### config.mk
export PLATFORM = sky130hd
export DESIGN_NAME = trd_ctrl
export DESIGN_NICKNAME = d
export VERILOG_FILES = /design/src/rtl/trd_pkg.sv /design/src/rtl/trd_ctrl_rr_arb.sv /design/src/rtl/trd_ctrl.sv
export SDC_FILE = /design/constraint.sdc
export NUM_CORES = 1
export LEC_CHECK = 0
export ABC_AREA = 0
export CAP_MARGIN = 20
export CORE_ASPECT_RATIO = 0.9
export CORE_UTILIZATION = 40
export CTS_CLUSTER_SIZE = 10
export DETAILED_ROUTE_END_ITERATION = 8
export PLACE_DENSITY = 0.73
export SYNTH_ARGS = -nofsm -noshare
export SYNTH_HDL_FRONTEND = slang
export SYNTH_SLANG_ARGS = --single-unit
### constraint.sdc
create_clock -name clk -period 3.35 [get_ports clk]
set_clock_uncertainty 0.1 [all_clocks]
set_input_delay 0.335 -clock clk [delete_from_list [all_inputs] [get_ports clk]]
set_output_delay 0.335 -clock clk [all_outputs]
set_load 0.005 [all_outputs]
### src/rtl/trd_pkg.sv
// Shared thread-control types and encodings for the thread-lifecycle controller,
// the instruction decoder and the write-back stage.
package trd_pkg;

  localparam int NUM_TRD = 8;
  localparam int TRD_W   = $clog2(NUM_TRD);

  typedef enum logic [1:0] {
    FREE  = 2'd0,
    RUN   = 2'd1,
    SLEEP = 2'd2
  } trd_state_t;

  // Thread-control opcodes as carried down the pipe to write-back
  localparam logic [2:0] TRD_CTRL_SLEEP = 3'b001;
  localparam logic [2:0] TRD_CTRL_WAKE  = 3'b010;
  localparam logic [2:0] TRD_CTRL_KILL  = 3'b011;
  localparam logic [2:0] TRD_CTRL_INIT  = 3'b111;

endpackage

### src/rtl/trd_ctrl_rr_arb.sv
// Rotate-priority arbiter: grants the first requester strictly after ptr,
// wrapping round so that ptr itself is granted last.
module rr_arb #(
  parameter int N = 8,
  parameter int W = $clog2(N)
) (
  input  logic [N-1:0] req,
  input  logic [W-1:0] ptr,
  output logic [W-1:0] gnt,
  output logic         gnt_vld
);

  logic [W-1:0] idx;

  // NOTE: every always_comb output gets a default first so no path can infer a latch.
  always_comb begin
    gnt     = '0;
    idx     = '0;
    gnt_vld = |req;
    // Scan farthest-first so the nearest requester after ptr overwrites the rest;
    // the W-bit add wraps naturally because N is a power of two.
    for (int i = N; i >= 1; i--) begin
      idx = ptr + W'(i);
      if (req[idx]) gnt = idx;
    end
  end

endmodule

### src/rtl/trd_ctrl.sv
// Thread-lifecycle controller driven by write-back kill/sleep/wake/init events.
// Optional build macro TRD_PERF_EN adds saturating launch/kill counters.
module trd_ctrl #(
  parameter int NUM_TRD = trd_pkg::NUM_TRD,
  parameter int TRD_W   = $clog2(NUM_TRD)
) (
  input  logic               clk,
  input  logic               rst_n,
  input  logic               flushWB,
  input  logic               kill,
  input  logic               sleep,
  input  logic               wake,
  input  logic               init_wb,
  input  logic [TRD_W-1:0]   trd_id_wb,
  input  logic [TRD_W-1:0]   wake_trd,
  input  logic               fetch_stall,
  output logic [TRD_W-1:0]   new_trd,
  output logic               new_trd_vld,
  output logic [TRD_W-1:0]   fetch_trd,
  output logic               fetch_vld,
  output logic               flush_trd_vld,
  output logic [TRD_W-1:0]   flush_trd,
  output logic               init_load,
  output logic [TRD_W-1:0]   init_id,
  output logic               init_fail,
  output logic [NUM_TRD-1:0] trd_run,
`ifdef TRD_PERF_EN
  output logic [15:0]        perf_launch,
  output logic [15:0]        perf_kill,
`endif
  output logic               all_done
);

  import trd_pkg::*;

  trd_state_t         trd_st [NUM_TRD];
  logic [TRD_W-1:0]   rr_ptr;
  logic [NUM_TRD-1:0] free_mask;
  logic [NUM_TRD-1:0] run_mask;
  logic               ev_kill, ev_sleep, ev_wake, ev_init;

  always_comb begin
    free_mask = '0;
    run_mask  = '0;
    new_trd   = '0;
    for (int i = 0; i < NUM_TRD; i++) begin
      free_mask[i] = (trd_st[i] == FREE);
      run_mask[i]  = (trd_st[i] == RUN);
    end
    // Derived from registered state only, so WB sees a stable ID all cycle
    for (int i = NUM_TRD - 1; i >= 0; i--) begin
      if (free_mask[i]) new_trd = TRD_W'(i);
    end
  end

  assign new_trd_vld = |free_mask;
  assign trd_run     = run_mask;
  assign all_done    = &free_mask;

  rr_arb #(.N(NUM_TRD), .W(TRD_W)) u_rr_arb (
    .req     (run_mask),
    .ptr     (rr_ptr),
    .gnt     (fetch_trd),
    .gnt_vld (fetch_vld)
  );

  // Squashed WB instructions are ignored; overlapping requests resolve kill > sleep > wake > init
  assign ev_kill  = !flushWB && kill;
  assign ev_sleep = !flushWB && !kill && sleep;
  assign ev_wake  = !flushWB && !kill && !sleep && wake;
  assign ev_init  = !flushWB && !kill && !sleep && !wake && init_wb;

  // NOTE: sequential state uses non-blocking assignments so every register samples pre-edge values.
  always_ff @(posedge clk) begin
    if (!rst_n) begin
      // NOTE: the state array is small and its reset value is architectural, so it is reset.
      for (int i = 0; i < NUM_TRD; i++) trd_st[i] <= (i == 0) ? RUN : FREE;
      rr_ptr        <= '0;
      flush_trd_vld <= 1'b0;
      flush_trd     <= '0;
      init_load     <= 1'b0;
      init_id       <= '0;
      init_fail     <= 1'b0;
    end else begin
      flush_trd_vld <= 1'b0;
      init_load     <= 1'b0;
      init_fail     <= 1'b0;

      if (ev_kill) begin
        trd_st[trd_id_wb] <= FREE;
        flush_trd_vld     <= 1'b1;
        flush_trd         <= trd_id_wb;
      end else if (ev_sleep) begin
        if (trd_st[trd_id_wb] == RUN) begin
          trd_st[trd_id_wb] <= SLEEP;
          flush_trd_vld     <= 1'b1;
          flush_trd         <= trd_id_wb;
        end
      end else if (ev_wake) begin
        if (wake_trd != trd_id_wb && trd_st[wake_trd] == SLEEP) trd_st[wake_trd] <= RUN;
      end else if (ev_init) begin
        if (new_trd_vld) begin
          trd_st[new_trd] <= RUN;
          init_load       <= 1'b1;
          init_id         <= new_trd;
        end else begin
          init_fail <= 1'b1;
        end
      end

      if (!fetch_stall && fetch_vld) rr_ptr <= fetch_trd;
    end
  end

`ifdef TRD_PERF_EN
  always_ff @(posedge clk) begin
    if (!rst_n) begin
      perf_launch <= '0;
      perf_kill   <= '0;
    end else begin
      if (ev_init && new_trd_vld && perf_launch != 16'hFFFF) perf_launch <= perf_launch + 16'd1;
      if (ev_kill && perf_kill != 16'hFFFF) perf_kill <= perf_kill + 16'd1;
    end
  end
`endif

endmodule

==> flow_summary_export.csv <==
group,metric,value,unit
cells_and_area,multiInputGateArea,0.001997,mm2
synth,synth_area_leaders,"edfxtp_1, mux4_2, dfxtp_1",
hold_path,hp-class,"flip-flop to flip-flop",
power_and_ir_drop,pwr-share-seq,17.0,%
timing,maxSlewViolCount,0,
critical_path,crit_path_max_incr_delay,540,ps
critical_path,reg2reg_depth,9,
placement,dp_hpwl,6132,um
synth,synth_top_area_share,17.74,%
power_and_ir_drop,peakVddDrop,0.0002889,V
drt,vias,2711,
cts,cts_hold_buf,0,
cells_and_area,diodes,0,
synth,ys_async_sr_fraction,0,%
synth,yosys_register_bits,28,
floorplanning,core,0.006551,mm2
critical_path,rrSetupSlack,440,ps
critical_path,path_buf_inv,2,
drt,drt.antenna.violating_nets,0,
cells_and_area,seq_area,724.4,um2
grt,grt_max_degree,16,
power_and_ir_drop,p_leak,1.385,nW
cells_and_area,drive_above_1_share,29.68,%
timing,setup_viol,0,
timing,tightest_slew,612.8,ps
cells_and_area,fillCellCount,582,
synth,yosys_warnings,0,
critical_path,cp.required,2910,ps
timing,whs,374.8,ps
cells_and_area,area_growth,36.21,%
grt,grt_pass1_wl,12590,um
run_status,status,"finished clean",
cts,cts_buffers,3,
power_and_ir_drop,p_int,1.504,mW
floorplanning,die_y,80.07,um
cells_and_area,nNetsFinal,391,
critical_path,crit_family,"compound AO/OA/AOI/OAI gates",
floorplanning,die_area,0.007106,mm2
critical_path,path_class,"flip-flop to primary output",
timing,hold_violations,0,
flow_run,drv_cap,0,
floorplanning,num_rows,28,
drt,wl_per_cell,17.98,um
floorplanning,ioPinCount,40,
timing,fmax,0.3039,GHz
placement,gp_congestion,0.8839,
cts,root_buffer,"clkbuf_8",
timing,relSlewSlack,58.90,%
synth,yosysUniqueCellTypes,68,
synth,synth_flop_cell,"edfxtp_1",
grt,grt_pass1_vias,2534,
cts,cts.sinks,28,
drt,drc,0,
timing,final.period_utilization,98.23,%
drt,wl,8342,um
grt,grt-ovfl-total,0,
critical_path,r2r-start,"trd_st[6][0]",
critical_path,arrival,2860,ps
critical_path,cp-end-kind,"primary output",
cts,cts_max_level,1,
power_and_ir_drop,p_comb_share,75.7,%
power_and_ir_drop,p_per_area,703.9,mW/mm2
power_and_ir_drop,p_sw,1.094,mW
critical_path,worst-path-stages,8,
cts,worstSkewPairLatency,280,ps
cts,clk_path_buf_depth,2,
floorplanning,die_w,88.75,um
power_and_ir_drop,clock_power_share,7.2,%
critical_path,critPathSlowestCell,"clkdlybuf4s50_1",
critical_path,critPathLaunch,"trd_st[3][1]",
critical_path,cp-endpoint,"fetch_trd[1]",
critical_path,crit_fanout,6,
synth,synthCells,300,
critical_path,cp-start-kind,"flip-flop",
synth,yosysSeqAreaShare,26.61,%
synth,synth_top_cell_by_area,"edfxtp_1",
cells_and_area,layout.cells.non_filler,464,
grt,antenna_found_initial,0,
critical_path,r2r-end,"trd_st[2][0]",
drt,first_iter_violations,170,
cts,path_clk_slew,100,ps
drt,vias_per_cell,5.843,
synth,synth_nets,316,
synth,synth-edff-count,16,
cts,tritoncts,"done",
placement,io_buffers,39,
drt,firstDrtPassIters,5,
grt,grtUsageTotal,23.16,%
synth,synth.avg_cell_area,9.029,um2
floorplanning,initial_core_util,41.35,%
timing,post-route-min-period,3291,ps
placement,dp.cells,441,
critical_path,cp_cell_sequence,"nand2b_4 -> inv_2 -> mux4_2 -> a221oi_4 -> o21a_1 -> o211ai_1 -> a22oi_2 -> clkdlybuf4s50_1",
power_and_ir_drop,p_sw_share,42.10,%
cells_and_area,mostFrequentLayoutCells,"nor2_1, buf_4, clkdlybuf4s50_1, nand2_1, edfxtp_1",
synth,synth_area,0.002709,mm2
==> worst min path at each step <==
stage	end	slack, ps	depth (start not counted)	startpoint
floorplan	init_id[0]	350	2	init_id[0]
global placement	init_id[0]	350	2	init_id[0]
detailed placement	init_id[0]	360	2	init_id[0]
CTS	init_id[0]	370	2	init_id[0]
global route	init_id[0]	430	2	init_id[0]
finish	init_id[0]	370	2	init_id[0]
==> power by group through the flow <==
| stage | Combinational, mW | Clock (mW) | Sequential, mW |
|---|---|---|---|
| 6_report | 1.97 | 0.188 | 0.442 |
| 5_1_grt | 2.09 | 0.203 | 0.444 |
| 4_1_cts | 1.70 | 0.192 | 0.432 |
| 3_5_place_dp | 1.57 | 0 | 0.434 |
| 3_3_place_gp | 1.55 | 0 | 0.432 |
| 2_1_floorplan | 1.08 | 0 | 0.417 |
==> cells in the mapped netlist, types with 2 or more instances <==
library cell  number
inv_1             11
or3b_1             3
nand2_1           25
buf_6              2
o21ai_0            9
o221ai_1           4
ha_1               2
or3b_2             2
nand3_2            4
inv_2              6
nor2_1            41
a211o_1            2
o22ai_1            6
dfxtp_1           12
mux2i_1           13
nand2b_1          11
a221oi_1           3
nand3_1            5
edfxtp_1          16
nand2b_2           4
and2_1             4
o21a_1             2
a211oi_1           5
o21ai_1            2
nor2b_1            2
clkbuf_1           4
nand3b_1          12
nor3_1            10
nand4_1            3
o211ai_1           2
a21oi_1           11
buf_2              6
nor4_1             2
a21o_1             3
a221oi_2           2
mux4_1             3
xor2_1             5
mux4_2            11
==> state kept, by name (all words and copies together) (netlist names) <==
register	flops
init_load	1
init_fail	1
trd_st	16
flush_trd_vld	1
flush_trd	3
rr_ptr	3
init_id	3
==> final cells by class <==
class | count | share of cell area [%]
Multi-Input combinational cell | 240 | 54.12
Inverter | 19 | 2.001
Clock inverter | 1 | 0.1017
Sequential cell | 28 | 19.63
Tap cell | 90 | 3.052
Clock buffer | 3 | 1.119
Timing Repair Buffer | 83 | 19.97
==> layer usage <==
metal  up-vias  share of wire, %  GRT usage (%)
met5         -                 0              0
met4         0               1.7          7.419
met3        14               5.2          2.055
met2       112                50          41.15
met1      1297                43          29.39
li1       1288                 -              -
==> metrics by stage <==
step,total power [mW],instance area (um2),setup TNS [ps],utilization (%),setup WS (ps)
final,2.597,3690,0,56.32,59.46
after floorplan,1.492,2709,0,-,443.0
after CTS,2.327,3456,-24.42,52.75,-24.42
after global routing,2.741,3690,-14.70,56.32,-14.70
after global placement,1.980,3324,0,50.74,249.1
after detailed placement,2.003,3324,0,50.74,187.1
==> kinds of logic (layout without fill, tap and decap cells) <==
group                      after synthesis  after routing  share of synthesized area [%]
xor gates and xnor gates                 6              6                          1.940
buffers and inverters                   32            106                          5.496
DFF                                     28             28                          26.61
and+or+nand+nor                        138            138                          28.78
adders and majority gates                2              2                         0.9236
AOI/OAI and AO/OA                       67             67                          19.40
muxes                                   27             27                          16.86
==> worst min-delay path, delay by kind of cell, from the launching register on <==
kind | cells | cell delay (ps)
flops | 1 | 320
compound gates | 1 | 60
simple gates | 1 | 50
==> what timing repair did <==
| action | 4_1_cts | 5_1_grt |
|---|---|---|
| resized for setup | 10 | 25 |
| endpoints found under the setup margin | 3 | 3 |
| setup buffers | 4 | 15 |
| pin swaps | 0 | 7 |
No activity file was read; power rests on OpenSTA's default activity.
